$ cat src/rtl/count_check_pkg.sv
// Shared types and constants for the count sequence checker.
package count_check_pkg;

  typedef enum logic [1:0] {
    ST_SEARCH = 2'd0,
    ST_TRACK  = 2'd1,
    ST_LOCKED = 2'd2
  } state_e;

  localparam int ERR_CNT_W = 8;
  localparam logic [ERR_CNT_W-1:0] ERR_CNT_MAX = '1;

endpackage

$ cat src/rtl/count_sequence_checker_period_meter.sv
// Saturating count of cycles since the last change, plus the one-shot stall flag.
module period_meter
  import count_check_pkg::*;
#(
  parameter int DIV = 50_000_000,
  parameter int TOL = 0,
  parameter int PW  = $clog2(2*DIV+1)
) (
  input  logic          clk,
  input  logic          rst_n,
  input  logic          change_i,
  output logic [PW-1:0] cyc_o,
  output logic          stall_o
);

  localparam logic [PW-1:0] CYC_SAT   = PW'(2*DIV);
  localparam logic [PW-1:0] CYC_STALL = PW'(DIV+TOL+1);

  logic [PW-1:0] cyc_q, cyc_d;

  always_comb begin
    cyc_d = cyc_q;
    if (change_i) begin
      cyc_d = PW'(1);
    end else if (cyc_q != CYC_SAT) begin
      cyc_d = cyc_q + PW'(1);
    end
  end

  always_ff @(posedge clk) begin
    if (!rst_n) begin
      cyc_q <= '0;
    end else begin
      cyc_q <= cyc_d;
    end
  end

  // A change at the threshold is judged as a (late) change, never as a stall.
  assign stall_o = (cyc_q == CYC_STALL) && !change_i;
  assign cyc_o   = cyc_q;

endmodule

$ cat config.mk
export PLATFORM = sky130hd
export DESIGN_NAME = period_meter
export DESIGN_NICKNAME = d
export VERILOG_FILES = /design/src/rtl/count_check_pkg.sv /design/src/rtl/count_sequence_checker_period_meter.sv
export SDC_FILE = /design/constraint.sdc
export NUM_CORES = 1
export LEC_CHECK = 0
export ABC_AREA = 0
export CORE_ASPECT_RATIO = 1.4
export CORE_MARGIN = 2
export CORE_UTILIZATION = 55
export DETAILED_ROUTE_END_ITERATION = 8
export DONT_BUFFER_PORTS = 1
export GPL_TIMING_DRIVEN = 0
export PLACE_DENSITY = 0.76
export SKIP_CTS_REPAIR_TIMING = 1
export SLEW_MARGIN = 20
export SYNTH_ARGS = -nofsm -noshare
export SYNTH_HDL_FRONTEND = slang
export SYNTH_SLANG_ARGS = --single-unit
$ cat constraint.sdc
create_clock -name clk -period 4.2 [get_ports clk]
set_input_delay 0.21 -clock clk [delete_from_list [all_inputs] [get_ports clk]]
set_output_delay 0.21 -clock clk [all_outputs]
set_load 0.02 [all_outputs]
==> reports/results.env <==
GRTUSAGETOTAL_PCT=25.6
FINAL_MAX_SLEW_VIOL_COUNT=0
TIMING.CRITICAL_PATH.TO_TYPE='output port'
FINAL-SETUP-VIOL-COUNT=0
YS_WARN_COUNT=0
INITIAL_UTILIZATION_PCT=56.5
POST_SYNTH_MAIN_AREA_CONTRIBUTORS='sky130_fd_sc_hd__dfxtp_1 37%, sky130_fd_sc_hd__xor2_1 4.8%, sky130_fd_sc_hd__or4_1 4.7%'
DIE-HEIGHT_UM=64.7
CORE_REGION_AREA_UM2=2560
DETAILEDROUTE.FIRSTITERATIONVIOLATIONS=25
FLOPS_LATCHES_SYNTH=27
CTS.CLK_SLEW.WORST_PATHS_PS=130
POST-ROUTE-MIN-PERIOD_PS=2800
VIA_PER_INST=6.34
PLACE.PORT_BUFFERS=0
TNS_PS=0
MAX_CAP_VIOLATIONS=0
SYNTH_FP_NETS=178
FILLERS=247
TIMING.SETUP.CRITICAL_PATH_CLASS='reg2out'
CLK_PATH_BUF_DEPTH=2
FINALPOWER_uW=386
HOLD_VIOLATIONS=0
RSZ0062_AT_GRT='no'
UTILIZATION_AFTER_LAYOUT_PCT=59.3
OUTCOME='finished, final reports clean'
LEAKAGE_nW=0.416
DRT_FIRST_PASS_ITERS=4
MAPPEDNETLISTAREA_UM2=1450
WL_PER_CELL_UM=16.1
CRIT_PATH_START_KIND='flip-flop'
FINAL_CELL_COUNT_NO_FILL=212
MAX_SLEW.WORST_PIN.SLEW_PS=953
ANTENNA_CELLS_INSERTED=0
ROUTED-VIA-COUNT=1344
SHARE_OF_THE_SYNTHESIZED_AREA_IN_THE_TOP_CELL_TYPE_PCT=37.3
GRT_MAX_DEGREE=15
HALF_PERIMETER_WIRE_LENGTH_OF_THE_DETAILED_PLACEMENT_RESULT_UM=2600
CLOCK-SINKS=27
CRITPATHARRIVALTIME_PS=2590
DIE_W_UM=47.4
SYNTH_ASYNC_SR_FLOP_SHARE_PCT=0
SYNTH.LARGEST_AREA_CELL='sky130_fd_sc_hd__dfxtp_1'
CTS-HTREE-LEVELS=1
LARGEST_REG_FLOPS=27
DESIGN_AREA_UM2=1520
DPL_CELLS=208
HOLD_SLACK_PS=31.1
HOLD_PATH.CLASS='in2reg'
SYN2LAYOUT_AREA_GROWTH_PCT=4.93
CLOCK_LATENCY_PS=330
TRITONCTS='done'
LAYOUT_CELL_SHARE_WITH_DRIVE_STRENGTH_BEYOND_1_PCT=6.82
POWER_DENSITY_nW_PER_UM2=254
DESIGN.DIE.AREA_UM2=3060
WORST_SLACK_PS=1400
PLACE.GP.CONGESTION=0.872
CORE.ROWCOUNT=22
DETAIL-ROUTE-ANTENNA-NETS=0
MOSTFREQUENTLAYOUTCELL='sky130_fd_sc_hd__dfxtp_1'
GRT_PASS1_VIAS=1321
TOP_LEVEL_PORTS=31
CLOCK_ROOT_BUFFER='sky130_fd_sc_hd__clkbuf_4'
WORSTPATHREQUIRED_PS=3990
MOSTFREQUENTLAYOUTCELLS='27 x sky130_fd_sc_hd__dfxtp_1, 13 x sky130_fd_sc_hd__nand2_1, 12 x sky130_fd_sc_hd__a21oi_1'
GRT_REMAINING_OVERFLOW=0
GRT_PASS1_WL_UM=5740
LAYOUT.NETS=183
TIMING.FINAL.CRIT_SHARE_PCT=66.7
IRDROPWORSTVDD_mV=0.168
DRC_ERRORS=0
MAXCLOCKFREQUENCY_MHz=357
ROUTE.FINAL.WIRE_LENGTH_UM=3410
FINAL.SETUP_SKEW_PS=6.79
POST_SYNTH.CELL_AREA_AVG_UM2=8.42
SLEW-LIMIT-HEADROOM_PCT=35.9
SYNTH_EDF_COUNT=0
CTS_INSERTED_BUFFERS=3
SYN_INST=172
WORST-PATH-MAX-FANOUT=7
YS_TYPES=37
GRT_ANTENNA_BEFORE_REPAIR=0
PLACE_AREA_UM2=1490
SEQ_AREA_FRAC_SYNTH_PCT=37.3
WORST_SLACK_AT_PLACEMENT_PS=1740
SYNTH_TOP_FLOP_CELL='sky130_fd_sc_hd__dfxtp_1'
worst paths after layout:
path,startpoint,end,slack (ps),cells after the start
setup / recovery,cyc_o[13]$_SDFFE_PP0P_,stall_o,1400,3
hold / removal,rst_n,cyc_o[0]$_SDFFE_PN0P_,30,1
setup reg to reg,cyc_o[0]$_SDFFE_PN0P_,cyc_o[22]$_SDFFE_PP0P_,1730,6
hold reg to reg,cyc_o[25]$_SDFFE_PP0P_,cyc_o[25]$_SDFFE_PP0P_,630,2
final cells by class:
class | count | area [um2] | area share, %
Multi-Input combinational cell | 134 | 865 | 56.9
Sequential cell | 27 | 541 | 35.6
Tap cell | 36 | 45.0 | 2.97
Buffer | 7 | 27.5 | 1.81
Clock buffer | 4 | 26.3 | 1.73
Inverter | 4 | 15.0 | 0.988
layer usage:
layer  track usage (%)  wire, um  up-vias
li1                  -         -      651
met1              27.9      1350      650
met2              43.1      1800       37
met3              6.13       177        6
met4              13.2        81        0
met5                 0         0        -
cells by family after synthesis:
group                      count (synthesis)  share of synthesized area [%]
DFF                                       27                           37.3
buffers and inverters                     11                           2.94
adders and majority gates                  3                           2.59
muxes                                      3                           2.07
xor gates and xnor gates                   9                           5.45
AOI/OAI and AO/OA                         30                           11.9
and+or+nand+nor                           89                           37.7
worst max-delay path: stages, from the launching register on:
cell and delay (ps):
sky130_fd_sc_hd__dfxtp_1 590, sky130_fd_sc_hd__nand4_1 210, sky130_fd_sc_hd__or4b_2 640, sky130_fd_sc_hd__nor4_1 830
where the power goes:
| group | switching [mW] | leakage (nW) | total [mW] | internal, mW |
|---|---|---|---|---|
| registers | 0.00425 | 0.218 | 0.262 | 0.257 |
| clock network | 0.0751 | 0.0150 | 0.112 | 0.0372 |
| logic | 0.00807 | 0.183 | 0.0123 | 0.00420 |
| total | 0.0874 | 0.416 | 0.386 | 0.299 |
synthesized netlist by cell type, types with 2 or more instances:
library cell / number
sky130_fd_sc_hd__inv_1: 4
sky130_fd_sc_hd__a211oi_1: 2
sky130_fd_sc_hd__or2_2: 2
sky130_fd_sc_hd__a21oi_1: 12
sky130_fd_sc_hd__dfxtp_1: 27
sky130_fd_sc_hd__nand2_1: 13
sky130_fd_sc_hd__and4_1: 4
sky130_fd_sc_hd__nor2_1: 10
sky130_fd_sc_hd__o31ai_1: 4
sky130_fd_sc_hd__mux2i_1: 3
sky130_fd_sc_hd__clkbuf_1: 5
sky130_fd_sc_hd__or3_1: 8
sky130_fd_sc_hd__ha_1: 3
sky130_fd_sc_hd__nand2b_1: 5
sky130_fd_sc_hd__o21ai_0: 10
sky130_fd_sc_hd__or4_1: 9
sky130_fd_sc_hd__nand3_1: 8
sky130_fd_sc_hd__or4b_2: 3
sky130_fd_sc_hd__and2_1: 2
sky130_fd_sc_hd__nand4_1: 10
sky130_fd_sc_hd__nor4_1: 5
sky130_fd_sc_hd__xor2_1: 8
Power figures use the tool's default switching activity.
